**config.mk**
```make
export PLATFORM = sky130hd
export DESIGN_NAME = calc_cmd_seq_flat
export DESIGN_NICKNAME = d
export VERILOG_FILES = /design/src/rtl/calc_cmd_seq_if.sv /design/src/rtl/calc_cmd_seq.sv /design/src/flat_wrapper.sv
export SDC_FILE = /design/constraint.sdc
export NUM_CORES = 1
export LEC_CHECK = 0
export CORE_AREA = 3 3 179 137
export DETAILED_ROUTE_END_ITERATION = 16
export DIE_AREA = 0 0 182 140
export PLACE_DENSITY = 0.72
export SKIP_LAST_GASP = 1
export SLEW_MARGIN = 20
export SYNTH_ARGS = -nofsm -noshare
export SYNTH_HDL_FRONTEND = slang
export SYNTH_SLANG_ARGS = --single-unit
```
**constraint.sdc**
```tcl
create_clock -name clk -period 8.7 [get_ports clk]
set_input_delay 1.74 -clock clk [delete_from_list [all_inputs] [get_ports clk]]
set_output_delay 1.74 -clock clk [all_outputs]
set_load 0.02 [all_outputs]
```
**src/rtl/calc_cmd_seq_if.sv**
```systemverilog
// Request/response and token-stream bundle between a host, the command sequencer and the calculator.
// The master side is the environment: the host driving requests plus the calculator supplying calcData.
interface calc_cmd_seq_if;
    logic        reqValid;
    logic        reqReady;
    logic [1:0]  reqOp;
    logic [15:0] reqA;
    logic [15:0] reqB;
    logic        tokValid;
    logic [15:0] tokData;
    logic [15:0] calcData;
    logic        rspValid;
    logic [15:0] rspData;
    logic        rspErr;
    logic [7:0]  errCount;

    modport master (
        output reqValid, reqOp, reqA, reqB, calcData,
        input  reqReady, tokValid, tokData, rspValid, rspData, rspErr, errCount
    );

    modport slave (
        input  reqValid, reqOp, reqA, reqB, calcData,
        output reqReady, tokValid, tokData, rspValid, rspData, rspErr, errCount
    );
endinterface

```
**src/rtl/calc_cmd_seq.sv**
```systemverilog
// Serializes one arithmetic request into calculator tokens, captures the result and
// flags it against a locally computed expected value.
module calc_cmd_seq #(
    parameter int unsigned GAP = 0
) (
    input  logic           clk,
    input  logic           rst,
    calc_cmd_seq_if.slave  bus
);

    typedef enum logic [2:0] {
        IDLE    = 3'd0,
        SEND_A  = 3'd1,
        SEND_OP = 3'd2,
        SEND_B  = 3'd3,
        PAUSE   = 3'd4,
        WAIT    = 3'd5
    } state_t;

    localparam bit       HAS_GAP  = (GAP != 0);
    localparam logic [7:0] GAP_LAST = (GAP > 0) ? 8'(GAP - 1) : 8'd0;

    state_t      state_reg, state_next;
    state_t      ret_reg, ret_next;
    logic [7:0]  gap_cnt_reg, gap_cnt_next;

    logic [15:0] a_reg, b_reg, exp_reg;
    logic [1:0]  op_reg;
    logic        rsp_valid_reg;
    logic [15:0] rsp_data_reg;
    logic        rsp_err_reg;
    logic [7:0]  err_count_reg;

    logic        accept;
    logic        req_ready;
    logic        tok_valid;
    logic [15:0] tok_data;
    logic [15:0] exp_calc;
    logic        mismatch;

    // Expected result is fixed at accept time so later operand changes cannot affect it.
    always_comb begin
        exp_calc = 16'd0;
        case (bus.reqOp)
            2'd0: exp_calc = bus.reqA * bus.reqB;
            2'd1: exp_calc = bus.reqA + bus.reqB;
            2'd2: exp_calc = bus.reqA * bus.reqA;
            default: exp_calc = bus.reqA + 16'd1;
        endcase
    end

    always_comb begin
        state_next   = state_reg;
        ret_next     = ret_reg;
        gap_cnt_next = gap_cnt_reg;
        req_ready    = 1'b0;
        accept       = 1'b0;
        tok_valid    = 1'b0;
        tok_data     = 16'd0;

        case (state_reg)
            IDLE: begin
                // Reset must win over a concurrent request.
                req_ready = ~rst;
                accept    = req_ready & bus.reqValid;
                if (accept) begin
                    state_next = SEND_A;
                end
            end
            SEND_A: begin
                tok_valid = 1'b1;
                tok_data  = a_reg;
                if (HAS_GAP) begin
                    state_next   = PAUSE;
                    ret_next     = SEND_OP;
                    gap_cnt_next = 8'd0;
                end else begin
                    state_next = SEND_OP;
                end
            end
            SEND_OP: begin
                tok_valid = 1'b1;
                tok_data  = {14'd0, op_reg};
                if (op_reg[1]) begin
                    state_next = WAIT;
                end else if (HAS_GAP) begin
                    state_next   = PAUSE;
                    ret_next     = SEND_B;
                    gap_cnt_next = 8'd0;
                end else begin
                    state_next = SEND_B;
                end
            end
            SEND_B: begin
                tok_valid  = 1'b1;
                tok_data   = b_reg;
                state_next = WAIT;
            end
            PAUSE: begin
                if (gap_cnt_reg == GAP_LAST) begin
                    state_next = ret_reg;
                end else begin
                    gap_cnt_next = gap_cnt_reg + 8'd1;
                end
            end
            WAIT: begin
                state_next = IDLE;
            end
            default: begin
                state_next = IDLE;
            end
        endcase
    end

    assign mismatch = (bus.calcData != exp_reg);

    always_ff @(posedge clk) begin
        if (rst) begin
            state_reg     <= IDLE;
            ret_reg       <= IDLE;
            gap_cnt_reg   <= 8'd0;
            a_reg         <= 16'd0;
            b_reg         <= 16'd0;
            op_reg        <= 2'd0;
            exp_reg       <= 16'd0;
            rsp_valid_reg <= 1'b0;
            rsp_data_reg  <= 16'd0;
            rsp_err_reg   <= 1'b0;
            err_count_reg <= 8'd0;
        end else begin
            state_reg     <= state_next;
            ret_reg       <= ret_next;
            gap_cnt_reg   <= gap_cnt_next;
            rsp_valid_reg <= (state_reg == WAIT);
            if (accept) begin
                a_reg   <= bus.reqA;
                b_reg   <= bus.reqB;
                op_reg  <= bus.reqOp;
                exp_reg <= exp_calc;
            end
            // The calculator's registered result is valid one cycle after the last token.
            if (state_reg == WAIT) begin
                rsp_data_reg <= bus.calcData;
                rsp_err_reg  <= mismatch;
                if (mismatch && (err_count_reg != 8'hFF)) begin
                    err_count_reg <= err_count_reg + 8'd1;
                end
            end
        end
    end

    assign bus.reqReady = req_ready;
    assign bus.tokValid = tok_valid;
    assign bus.tokData  = tok_data;
    assign bus.rspValid = rsp_valid_reg;
    assign bus.rspData  = rsp_data_reg;
    assign bus.rspErr   = rsp_err_reg;
    assign bus.errCount = err_count_reg;

endmodule

```
**src/flat_wrapper.sv**
```systemverilog
// flat-port wrapper written by rule: the top's interface ports become plain ports
module calc_cmd_seq_flat 
#(
    parameter int unsigned GAP = 0
)
  (clk, rst, bus_reqValid, bus_reqOp, bus_reqA, bus_reqB, bus_calcData, bus_reqReady, bus_tokValid, bus_tokData, bus_rspValid, bus_rspData, bus_rspErr, bus_errCount);
  calc_cmd_seq_if bus_i ();
  input  logic clk;
  input  logic rst;
  input wire logic [$bits(bus_i.reqValid)-1:0] bus_reqValid;
  input wire logic [$bits(bus_i.reqOp)-1:0] bus_reqOp;
  input wire logic [$bits(bus_i.reqA)-1:0] bus_reqA;
  input wire logic [$bits(bus_i.reqB)-1:0] bus_reqB;
  input wire logic [$bits(bus_i.calcData)-1:0] bus_calcData;
  output wire logic [$bits(bus_i.reqReady)-1:0] bus_reqReady;
  output wire logic [$bits(bus_i.tokValid)-1:0] bus_tokValid;
  output wire logic [$bits(bus_i.tokData)-1:0] bus_tokData;
  output wire logic [$bits(bus_i.rspValid)-1:0] bus_rspValid;
  output wire logic [$bits(bus_i.rspData)-1:0] bus_rspData;
  output wire logic [$bits(bus_i.rspErr)-1:0] bus_rspErr;
  output wire logic [$bits(bus_i.errCount)-1:0] bus_errCount;
  assign bus_i.reqValid = bus_reqValid;
  assign bus_i.reqOp = bus_reqOp;
  assign bus_i.reqA = bus_reqA;
  assign bus_i.reqB = bus_reqB;
  assign bus_i.calcData = bus_calcData;
  assign bus_reqReady = bus_i.reqReady;
  assign bus_tokValid = bus_i.tokValid;
  assign bus_tokData = bus_i.tokData;
  assign bus_rspValid = bus_i.rspValid;
  assign bus_rspData = bus_i.rspData;
  assign bus_rspErr = bus_i.rspErr;
  assign bus_errCount = bus_i.errCount;
  calc_cmd_seq #(.GAP(GAP)) u_core (.clk(clk), .rst(rst), .bus(bus_i));
endmodule
```
==> results.txt <==
Max Cap Violations: 0
CP Launch Type: primary input
CTS clk-pin slew, worst paths: 0.07 ns
vias in the first global route: 10.0k
CTS tree: done
I/O Pins: 97
# DRC: 0
Hold Path Sink: u_core.bus.rspData[2]
largest net degree at the start of global routing: 85
clk_lat worst skew: 0.34 ns
worst endpoint data arrival time: 7.78 ns
r2r setup slk: 5.81 ns
Wirelength per Cell: 17.2 um
Reg power frac: 13.2%
Worst Tran Pin Value: 0.861 ns
power per cell area: 259 nW/um^2
Num CTS Buffers: 9
NetSw: 1.64 mW
total power draw: 3.47 mW
crit path capture type: register
IR Drop Worst-Case VDD: 0.197 mV
final WL: 30.9 mm
area taken by multi-input logic gates: 8990 sq um
Fmax: 0.132 GHz
fin util: 58.4%
Worst Path Max Fanout: 13
Post-DP Area: 13100 sq um
initial DRC count: 600
post-synthesis sequential area ratio: 14.7%
post-CTS setup buffer count: 0
Final setup violation count: 0
Sink Count: 87
syn avg cell area: 8.24 sq um
number of nets with antenna violations after routing: 0
Worst R2R Start: u_core.state_reg[0]
core area: 22900 sq um
Syn Nets: 1756
htree depth: 3
number of synthesis warnings: 0
RSZ-0062 raised after global routing: false
maximum buffer depth of the clock tree: 2
routed vias/inst: 5.38
die area: 25500 sq um
outcome: finished clean
pins over their slew limit: 0
Final #Nets: 1811
clock network fraction of design power: 12.6%
Worst slew margin: 42.4%
Crit Path Class: in -> reg
WHS Path Cells: 2
antenna diode count: 0
Die Wd: 182 um
count leader, synth: nand2_1
Main synth FF type: dfxtp_1
Mapped Cells: 1441
Fin Setup TNS: 0 ns
vias: 9687
Critical Path RT: 8.92 ns
P_leak: 6.22 nW
GPL Wtd Cong: 0.944
TritonRoute pass-1 iters: 4
R2R depth: 8
share of layout cells above drive strength 1: 3.00%
starting density of the core: 51.8%
Switching Fraction: 47.2%
hold path start: u_core.bus.rspData[2]
largest area contributor in the netlist: fa_1
EDFF count, synth: 0
CTS root buffer: clkbuf_16
final hold vios: 0
Max Clock Skew: 0.0104 ns
global route overflow: 0
worst setup margin: 1.13 ns
Final Cycle Share: 87.0%
Post-CTS Hold Buffers: 0
synthesized area: 11900 sq um
FF+latch area: 1740 sq um
Async S/R FF share, synth: 0%
combinational share of power: 74.3%
most frequent cells after synthesis: nand2_1, inv_1, fa_1
post-route cell area: 13400 sq um
DIE HEIGHT: 140 um
placed cell count: 1785
Worst Hold Margin: 0.453 ns
PostCTS Resize Cnt: 0
Tot GR Track Use: 25.0%
post-layout min period: 7.57 ns
global-route wire length before repair: 51.7 mm
area grow syn2layout: 12.7%
Yosys top cell area share: 24.9%
Fillers: 2065
Place WS: 0.846 ns
library cells used by synthesis: 64
PortBufs: 96
Non-Filler Instances: 1801
Worst R2R End: u_core.bus.errCount[7]
min-delay worst type: reg -> reg
most area-consuming cells after synthesis: fa_1, dfxtp_1, ha_1
initial antenna violation count: 0
Cell Int Power: 1.83 mW
#FFs+latches synth: 87
row cnt: 48
hpwl dp: 23.3 mm
==> power by group through the flow <==
stage / clock network [mW] / registers, mW / logic (mW)
3_3_place_gp: 0 / 0.463 / 2.52
4_1_cts: 0.440 / 0.455 / 2.58
6_report: 0.436 / 0.456 / 2.58
3_5_place_dp: 0 / 0.464 / 2.56
5_1_grt: 0.457 / 0.459 / 2.96
2_1_floorplan: 0 / 0.453 / 2.00
==> kinds of logic (layout without fill, tap and decap cells) <==
family,Yosys count,in the layout,synth area share [%]
flops,87,87,14.7
buf+inv,301,361,9.68
compound gates,142,142,7.65
mux,20,20,1.71
xor+xnor,102,102,7.76
fa+ha+maj,262,262,36.9
simple gates,527,527,21.6
==> worst max path at each step <==
stage | slack, ns | depth (start not counted) | endpoint | start
after floorplan | 1.81 | 21 | u_core.exp_reg[14] | bus_reqA[2]
after global placement | 0.95 | 19 | u_core.exp_reg[15] | bus_reqA[6]
after detailed placement | 0.85 | 21 | u_core.exp_reg[14] | bus_reqA[10]
after CTS | 1.19 | 21 | u_core.exp_reg[14] | bus_reqA[10]
after global routing | 0.91 | 21 | u_core.exp_reg[14] | bus_reqA[10]
final | 1.13 | 21 | u_core.exp_reg[14] | bus_reqA[10]
==> final cells by class <==
class | instances | share of cell area [%]
Clock buffer | 9 | 1.68
Clock inverter | 7 | 0.766
Inverter | 233 | 6.53
Multi-Input combinational cell | 1053 | 67.2
Sequential cell | 87 | 13.0
Tap cell | 300 | 2.80
Timing Repair Buffer | 112 | 8.04
==> critical path: stages <==
cell and delay, ns:
clkdlybuf4s50_1 1.01, and2_1 0.34, inv_1 0.08, fa_1 0.46
fa_1 0.54, inv_1 0.05, fa_1 0.49, inv_1 0.05
fa_1 0.52, inv_1 0.05, fa_1 0.48, inv_1 0.05
fa_1 0.47, inv_1 0.04, ha_1 0.35, and3_1 0.18
a21oi_1 0.25, a21oi_1 0.12, xor2_1 0.16, a32oi_1 0.23
o211ai_1 0.11
==> placed cells by master (no fill, tap or decap), types with 31 or more instances in the layout <==
cell type	synthesis	layout
nand2_1	233	232
inv_1	230	230
fa_1	148	148
ha_1	114	114
and2_1	103	103
clkdlybuf4s50_1	0	95
dfxtp_1	87	86
nor2_1	71	71
xnor2_1	68	68
a21oi_1	58	58
nand3b_1	40	40
xor2_1	31	31
==> per-layer routing <==
metal	track usage [%]	part of all wire (%)	wire [um]	vias to the layer above
met5	0	0	0	-
met4	5.73	2.4	733	0
met3	3.66	5.6	1740	48
met2	40.9	46	14200	273
met1	35.2	46	14200	4758
li1	-	-	-	4608
No activity file was read; power rests on OpenSTA's default activity.
